File: src/rtl/accu_result_fifo.sv
// rtl/accu_result_fifo.sv - FWFT result FIFO after the 4-sample accumulator, with drop counting.
// Optional ACCU_AVG_EN: store the rounded average ((s_data+2)>>2) instead of the raw sum.
module accu_result_fifo #(
    parameter int DW    = 10,
    parameter int DEPTH = 4,
    parameter int CW    = 8
) (
    input  logic                       clk,
    input  logic                       rst_n,
    input  logic                       s_valid,
    input  logic [DW-1:0]              s_data,
    output logic                       m_valid,
    input  logic                       m_ready,
    output logic [DW-1:0]              m_data,
    output logic [$clog2(DEPTH):0]     level,
    output logic                       overflow,
    output logic [CW-1:0]              drop_cnt,
    input  logic                       clr_ovf
);
    localparam int AW = $clog2(DEPTH);
    localparam int LW = AW + 1;

    logic [DW-1:0] mem [DEPTH];
    logic [AW-1:0] rd_ptr_q, rd_ptr_d;
    logic [AW-1:0] wr_ptr_q, wr_ptr_d;
    logic [LW-1:0] level_q, level_d;
    logic          overflow_q, overflow_d;
    logic [CW-1:0] drop_cnt_q, drop_cnt_d;

    logic          full;
    logic          push;
    logic          pop;
    logic          drop;
    logic [DW-1:0] wdata;

    assign full    = (level_q == LW'(DEPTH));
    assign m_valid = (level_q != '0);
    assign pop     = m_valid && m_ready;
    // A full FIFO still accepts a push when the head leaves in the same cycle.
    assign push    = s_valid && (!full || pop);
    assign drop    = s_valid && full && !pop;

`ifdef ACCU_AVG_EN
    logic [DW-1:0] rnd_sum;
    assign rnd_sum = s_data + DW'(2);
    assign wdata   = rnd_sum >> 2;
`else
    assign wdata = s_data;
`endif

    always_comb begin
        rd_ptr_d   = rd_ptr_q;
        wr_ptr_d   = wr_ptr_q;
        level_d    = level_q;
        overflow_d = overflow_q;
        drop_cnt_d = drop_cnt_q;

        if (push) wr_ptr_d = wr_ptr_q + AW'(1);
        if (pop)  rd_ptr_d = rd_ptr_q + AW'(1);

        if (push && !pop)      level_d = level_q + LW'(1);
        else if (pop && !push) level_d = level_q - LW'(1);

        // A drop in the same cycle as clr_ovf counts as the first event after the clear.
        if (drop) begin
            overflow_d = 1'b1;
            if (clr_ovf)          drop_cnt_d = CW'(1);
            else if (!(&drop_cnt_q)) drop_cnt_d = drop_cnt_q + CW'(1);
        end else if (clr_ovf) begin
            overflow_d = 1'b0;
            drop_cnt_d = '0;
        end
    end

    always_ff @(posedge clk or negedge rst_n) begin
        if (!rst_n) begin
            rd_ptr_q   <= '0;
            wr_ptr_q   <= '0;
            level_q    <= '0;
            overflow_q <= 1'b0;
            drop_cnt_q <= '0;
        end else begin
            rd_ptr_q   <= rd_ptr_d;
            wr_ptr_q   <= wr_ptr_d;
            level_q    <= level_d;
            overflow_q <= overflow_d;
            drop_cnt_q <= drop_cnt_d;
        end
    end

    always_ff @(posedge clk) begin
        if (push) mem[wr_ptr_q] <= wdata;
    end

    assign m_data   = mem[rd_ptr_q];
    assign level    = level_q;
    assign overflow = overflow_q;
    assign drop_cnt = drop_cnt_q;

endmodule

File: config.mk
export PLATFORM = sky130hd
export DESIGN_NAME = accu_result_fifo
export DESIGN_NICKNAME = d
export VERILOG_FILES = /design/src/rtl/accu_result_fifo.sv
export SDC_FILE = /design/constraint.sdc
export NUM_CORES = 1
export LEC_CHECK = 0
export ABC_AREA = 1
export BUFFER_PORTS_ARGS = -buffer_cell sky130_fd_sc_hd__buf_2
export CAP_MARGIN = 20
export CORE_ASPECT_RATIO = 0.6
export CORE_MARGIN = 1.5
export CORE_UTILIZATION = 50
export DETAILED_ROUTE_END_ITERATION = 8
export PLACE_DENSITY = 0.75
export REMOVE_ABC_BUFFERS = 1
export SKIP_LAST_GASP = 1
export SYNTH_ARGS = -nofsm -noshare
export SYNTH_HDL_FRONTEND = slang
export SYNTH_SLANG_ARGS = --single-unit
File: constraint.sdc
create_clock -name clk -period 1.9 [get_ports clk]
set_input_delay 0.095 -clock clk [delete_from_list [all_inputs] [get_ports clk]]
set_output_delay 0.095 -clock clk [all_outputs]
set_load 0.02 [all_outputs]
Yosys cells after proc, flatten, opt, wreduce, memory -nomap -nowiden
Memories as Yosys holds them, arrays and structs flattened.
Index checks and enable logic that the tools add are counted.
{ "word_totals": {"register_bits": 16, "ramBits": 40, "inputBits": 15, "output_inout_bits": 23, "memories": 1} }
{ "classes": {"n_eq_ne": 2, "add_sub_neg": 5, "mux": 10, "n_reduce_logical": 15} }
{ "mem_list": {"columns": ["memory", "depth", "word_bits", "read_ports", "rd_ports_with_merged_regs", "wr", "line_no", "source"], "rows": [
  ["mem", 4, 10, 1, 0, 1, "23", "logic [DW-1:0] mem [DEPTH];"]
]} }
{ "op_table": {"columns": ["op", "count"], "rows": [
  ["$mux W8", 4],
  ["$add A8 B1 Y8 const B", 1],
  ["$reduce_and A8 Y1", 1],
  ["$logic_and A1 B1 Y1", 6],
  ["$mux W3", 2],
  ["$add A2 B1 Y2 const B", 2],
  ["$mux W1", 4],
  ["$reduce_bool A2 Y1", 2],
  ["$add A3 B1 Y3 const B", 1],
  ["$eq A3 B3 Y1 const B", 1],
  ["$logic_not A1 Y1", 3],
  ["$reduce_bool A3 Y1", 1],
  ["$sub A3 B1 Y3 const B", 1],
  ["$ne A2 B2 Y1 const B", 1],
  ["$reduce_and A2 Y1", 1],
  ["$logic_or A1 B1 Y1", 1]
]} }

Depth between registers and ports, before layout
{ "logic_depth": {"depth_word": 8, "mapped_depth": 11, "ltp_nobuf": 11} }

Worst setup path after synthesis
No wires, ideal clock.
{ "synth_path": {"path_type": "reg-to-reg", "from": "reg level_q[0] (netlist: level[0])", "to": "reg level_q[2] (netlist: level[2])", "setup_slack_ns": -0.172, "setup_ns": 0.131, "synth_period_minus_slack_ns": 2.072, "arrival_time_ns": 1.941, "stages_incl_launch_ff": 10, "cell_sequence": "dfrtp_1 nor2_1 nand2_1 nand2_1 ha_1 inv_1 fa_1 a21oi_1 o21ai_0 xor2_1"} }
{ "synth_between": {"elab_chain_cells": 7} }
{ "synth_rtl": {"columns": ["element", "line_no", "source"], "rows": [
  ["start, declared", "26", "logic [LW-1:0] level_q, level_d;"],
  ["start signal, assigned", "85", "level_q <= level_d;"],
  ["$reduce_bool A3 Y1 *", "37", "assign m_valid = (level_q != '0);"],
  ["via m_valid", "12", "output logic m_valid,"],
  ["$logic_and A1 B1 Y1 *", "38", "assign pop = m_valid && m_ready;"],
  ["$logic_or A1 B1 Y1", "40", "assign push = s_valid && (!full || pop);"],
  ["$logic_and A1 B1 Y1", "40", null],
  ["$logic_not A1 Y1", "62", "else if (pop && !push) level_d = level_q - LW'(1);"],
  ["$logic_and A1 B1 Y1", "62", null],
  ["$reduce_bool A2 Y1 (no line)", null, null]
]} }
Mark *: on every way through the listed nets, which the timed path passes. The rest lies on a longest branch. The select of a mux whose other input is x is not followed.
A chain may end at the register's enable or synchronous reset.

Final worst setup path
{ "layout_path": {"from": "reg level_q[1] (netlist: level[1])", "to": "reg level_q[2] (netlist: level[2])"} }
{ "layout_between": {"elab_chain_cells": 7} }
{ "layout_rtl": {"columns": ["element"], "rows": [
  ["parallel branches: the longest is 7 deep, another holds $sub A3 B1 Y3"]
]} }
Several ways; the timed one is not identified. The select of a mux whose other input is x is not followed.

==> metrics.md <==
| Metric | Value |
|---|---|
| Cell internal pwr | `2.48 mW` |
| Hold Path Cell Cnt | `1` |
| Seq cells post-synth | `56` |
| CP max-delay cell | `dfrtp_1` |
| Setup TNS | `0 ns` |
| Area of the core | `4610 um^2` |
| Num CTS Buffers | `5` |
| Sequential group share of total power | `0.430` |
| Mapped Cells | `218` |
| Final hold vios | `0` |
| Min Clock Period, post-route | `1.80 ns` |
| CTS tree | `built` |
| Top post-synthesis cells by area | `edfxtp_1, dfrtp_1, nand2_1` |
| Worst Tran Pin Value | `0.437 ns` |
| Worst-path cell chain | `nor2_4, nand2_1, nand2_2, ha_1, inv_2, fa_1, a21oi_1, o21ai_1, xor2_1` |
| Critical Path Source Type | `flop` |
| Max VDD drop | `0.834 mV` |
| Pin count of the biggest net entering global routing | `22` |
| Vias per cell | `4.98` |
| Die width | `93.0 um` |
| Max-slew violations | `0` |
| Vias in the first global route | `1591` |
| Worst Hold Slack | `0.00728 ns` |
| Global route total overflow | `0` |
| Clock sink total | `56` |
| Share of post-route cells with drive strength above 1 | `0.272` |
| Post-layout util | `0.650` |
| Antenna-violating nets left | `0` |
| Initial core utilization | `0.527` |
| Clk pwr share | `0.168` |
| Final net count | `304` |
| Crit path required time | `2.09 ns` |
| Yosys top cell by area | `edfxtp_1` |
| Clock transition at path regs | `0.10 ns` |
| Mean Syn Cell Area | `11.1 um^2` |
| Worst min path class | `in -> reg` |
| Slew margin rel. | `0.709` |
| RSZ-0062 raised after global routing | `yes` |
| Comb pwr share | `0.402` |
| CP Data Arrival Time | `1.99 ns` |
| Place WS | `0.0418 ns` |
| DIE HEIGHT | `57.0 um` |
| Total Power | `3.98 mW` |
| Sw Share | `0.378` |
| Clock buffer depth | `2` |
| Max-cap violations | `0` |
| Register area share after synthesis | `0.659` |
| DP Wirelength | `3.12 mm` |
| Number of H-tree levels | `2` |
| Clk_lat worst skew | `0.31 ns` |
| Crit end category | `flop` |
| Switching pwr | `1.51 mW` |
| DRT Wirelength | `4.61 mm` |
| Area delta synth->final | `23.4%` |
| Final GP Congestion | `0.849` |
| Pwr dens | `1330 nW/um^2` |
| DRC | `0` |
| Crit-path max cell delay | `0.42 ns` |
| First-pass GRT wire length | `7.41 mm` |
| Routed vias | `1722` |
| Top cell type's share of synthesized area | `0.495` |
| Cell row count | `19` |
| Root Buffer | `clkbuf_8` |
| IO Port Bufs | `37` |
| CP Class | `reg -> reg` |
| Cell depth of the worst flop-to-flop path | `9` |
| Fmax | `556 MHz` |
| Status | `finished, final reports clean` |
| Gr usage total | `0.186` |
| Post-Syn Area | `2430 um^2` |
| WL/cell | `13.3 um` |
| Leak Pwr | `1.28 nW` |
| Tcrit/Tclk final | `0.946` |
| Post-route worst setup slack | `0.102 ns` |
| Yosys warns | `0` |
| Initial antenna violation count | `0` |
| Worst-path fanout max | `3` |
| Yosys cell types | `26` |
| TritonRoute pass-1 iters | `4` |
| Final setup viols | `0` |
| I/O pin count | `38` |
| Skew final | `0.00888 ns` |
| Die area | `5300 um^2` |
| Initial DRC count | `72` |
| N_diodes | `0` |
-- Yosys cell counts --
| cell | number |
|---|---|
| inv_1 | 20 |
| nand3_4 | 1 |
| dfrtp_1 | 16 |
| o22ai_1 | 10 |
| nand2_2 | 2 |
| edfxtp_1 | 40 |
| nand2_4 | 1 |
| o21ai_2 | 1 |
| ha_1 | 6 |
| xor2_1 | 3 |
| nand2_1 | 34 |
| a21oi_1 | 4 |
| inv_2 | 1 |
| nand3_1 | 6 |
| o21bai_1 | 1 |
| clkbuf_1 | 5 |
| fa_1 | 1 |
| nand4_1 | 2 |
| xnor2_1 | 1 |
| o21ai_1 | 2 |
| nor2_1 | 34 |
| mux2_2 | 1 |
| nor2_4 | 1 |
| nand3_2 | 1 |
| clkinv_1 | 1 |
| o21ai_0 | 23 |
-- registers in the layout, summed over array words and instances, names as in the netlist --
name and cells:
mem 40, drop_cnt 8, overflow 1, wr_ptr_q 2, level 3, rd_ptr_q 2
-- area by class of cell --
cell class,count,area [um^2]
sequential,56,1600
fill,373,1620
timing repair buffer,62,395
inverter,22,86.3
multi-input combinational,135,738
clock inverter,2,13.8
clock buffer,6,82.6
tap,63,78.8
-- critical path, delay by kind of cell, from the launching register on --
kind | cells | cell delay [ns]
adders and majority gates | 2 | 0.53
DFF | 1 | 0.42
and+or+nand+nor | 3 | 0.30
AOI/OAI and AO/OA | 2 | 0.24
xor gates and xnor gates | 1 | 0.14
buffers and inverters | 1 | 0.05
-- repair_timing --
item                                   4_1_cts  5_1_grt
endpoints found under the hold margin       47        0
gates resized for setup                      0        9
hold buffers                                 9        0
setup buffers                                0        1
setup endpoints to repair                    0        3
-- routing by layer --
| layer | routed length [um] | vias to the layer above | global-route usage |
|---|---|---|---|
| met4 | 82 | 0 | 0.0823 |
| met5 | 0 | - | 0 |
| li1 | - | 870 | - |
| met2 | 1970 | 50 | 0.258 |
| met1 | 2310 | 792 | 0.282 |
| met3 | 251 | 10 | 0.0453 |
-- power by group through the flow --
stage | Sequential, mW | Combinational, mW | Clock, mW
after floorplan | 1.79 | 0.863 | 0
after CTS | 1.69 | 1.58 | 0.689
after global placement | 1.71 | 1.54 | 0
after detailed placement | 1.72 | 1.56 | 0
final | 1.71 | 1.60 | 0.670
after global routing | 1.74 | 1.77 | 0.731
-- metrics by stage --
stage          instances  instance area (um^2)
5_1_grt              346                  3000
3_5_place_dp         328                  2790
2_1_floorplan        213                  2410
6_report             346                  3000
4_1_cts              345                  2970
3_3_place_gp         328                  2790
-- final timing paths --
path | from | endpoint | slack, ns
min | s_data[2] | mem[3][2] | 0.007
min in group asynchronous | rst_n | drop_cnt[2] | 0.23
max | level[1] | level[2] | 0.10
min reg2reg | overflow | overflow | 0.49
max reg2reg | level[1] | level[2] | 0.10
max in group asynchronous | rst_n | drop_cnt[6] | 1.39
-- cell usage in the layout (no fill, tap or decap), types with 2 or more instances in the layout --
cell           netlist  routed
o21ai_0             23      22
nand2_2              2       4
o21ai_1              2       3
inv_1               20      16
inv_2                1       4
edfxtp_1            40      40
dlygate4sd3_1        0       9
buf_2                0      37
clkbuf_8             0       6
buf_4                0      16
nor2_1              34      33
ha_1                 6       6
nand4_1              2       2
o22ai_1             10      10
nand2_1             34      32
dfrtp_1             16      16
a21oi_1              4       4
xor2_1               3       3
nand3_1              6       6
nor2_4               1       2
-- logic make-up (layout without fill, tap and decap cells) --
logic type | Yosys count | after routing | synth area share
AOI/OAI and AO/OA | 41 | 41 | 0.0922
xor gates and xnor gates | 4 | 4 | 0.0144
muxes | 1 | 1 | 0.00464
adders and majority gates | 7 | 7 | 0.0392
and+or+nand+nor | 82 | 82 | 0.148
DFF | 56 | 56 | 0.659
buffers and inverters | 27 | 92 | 0.0417
Power figures use the tool's default switching activity.
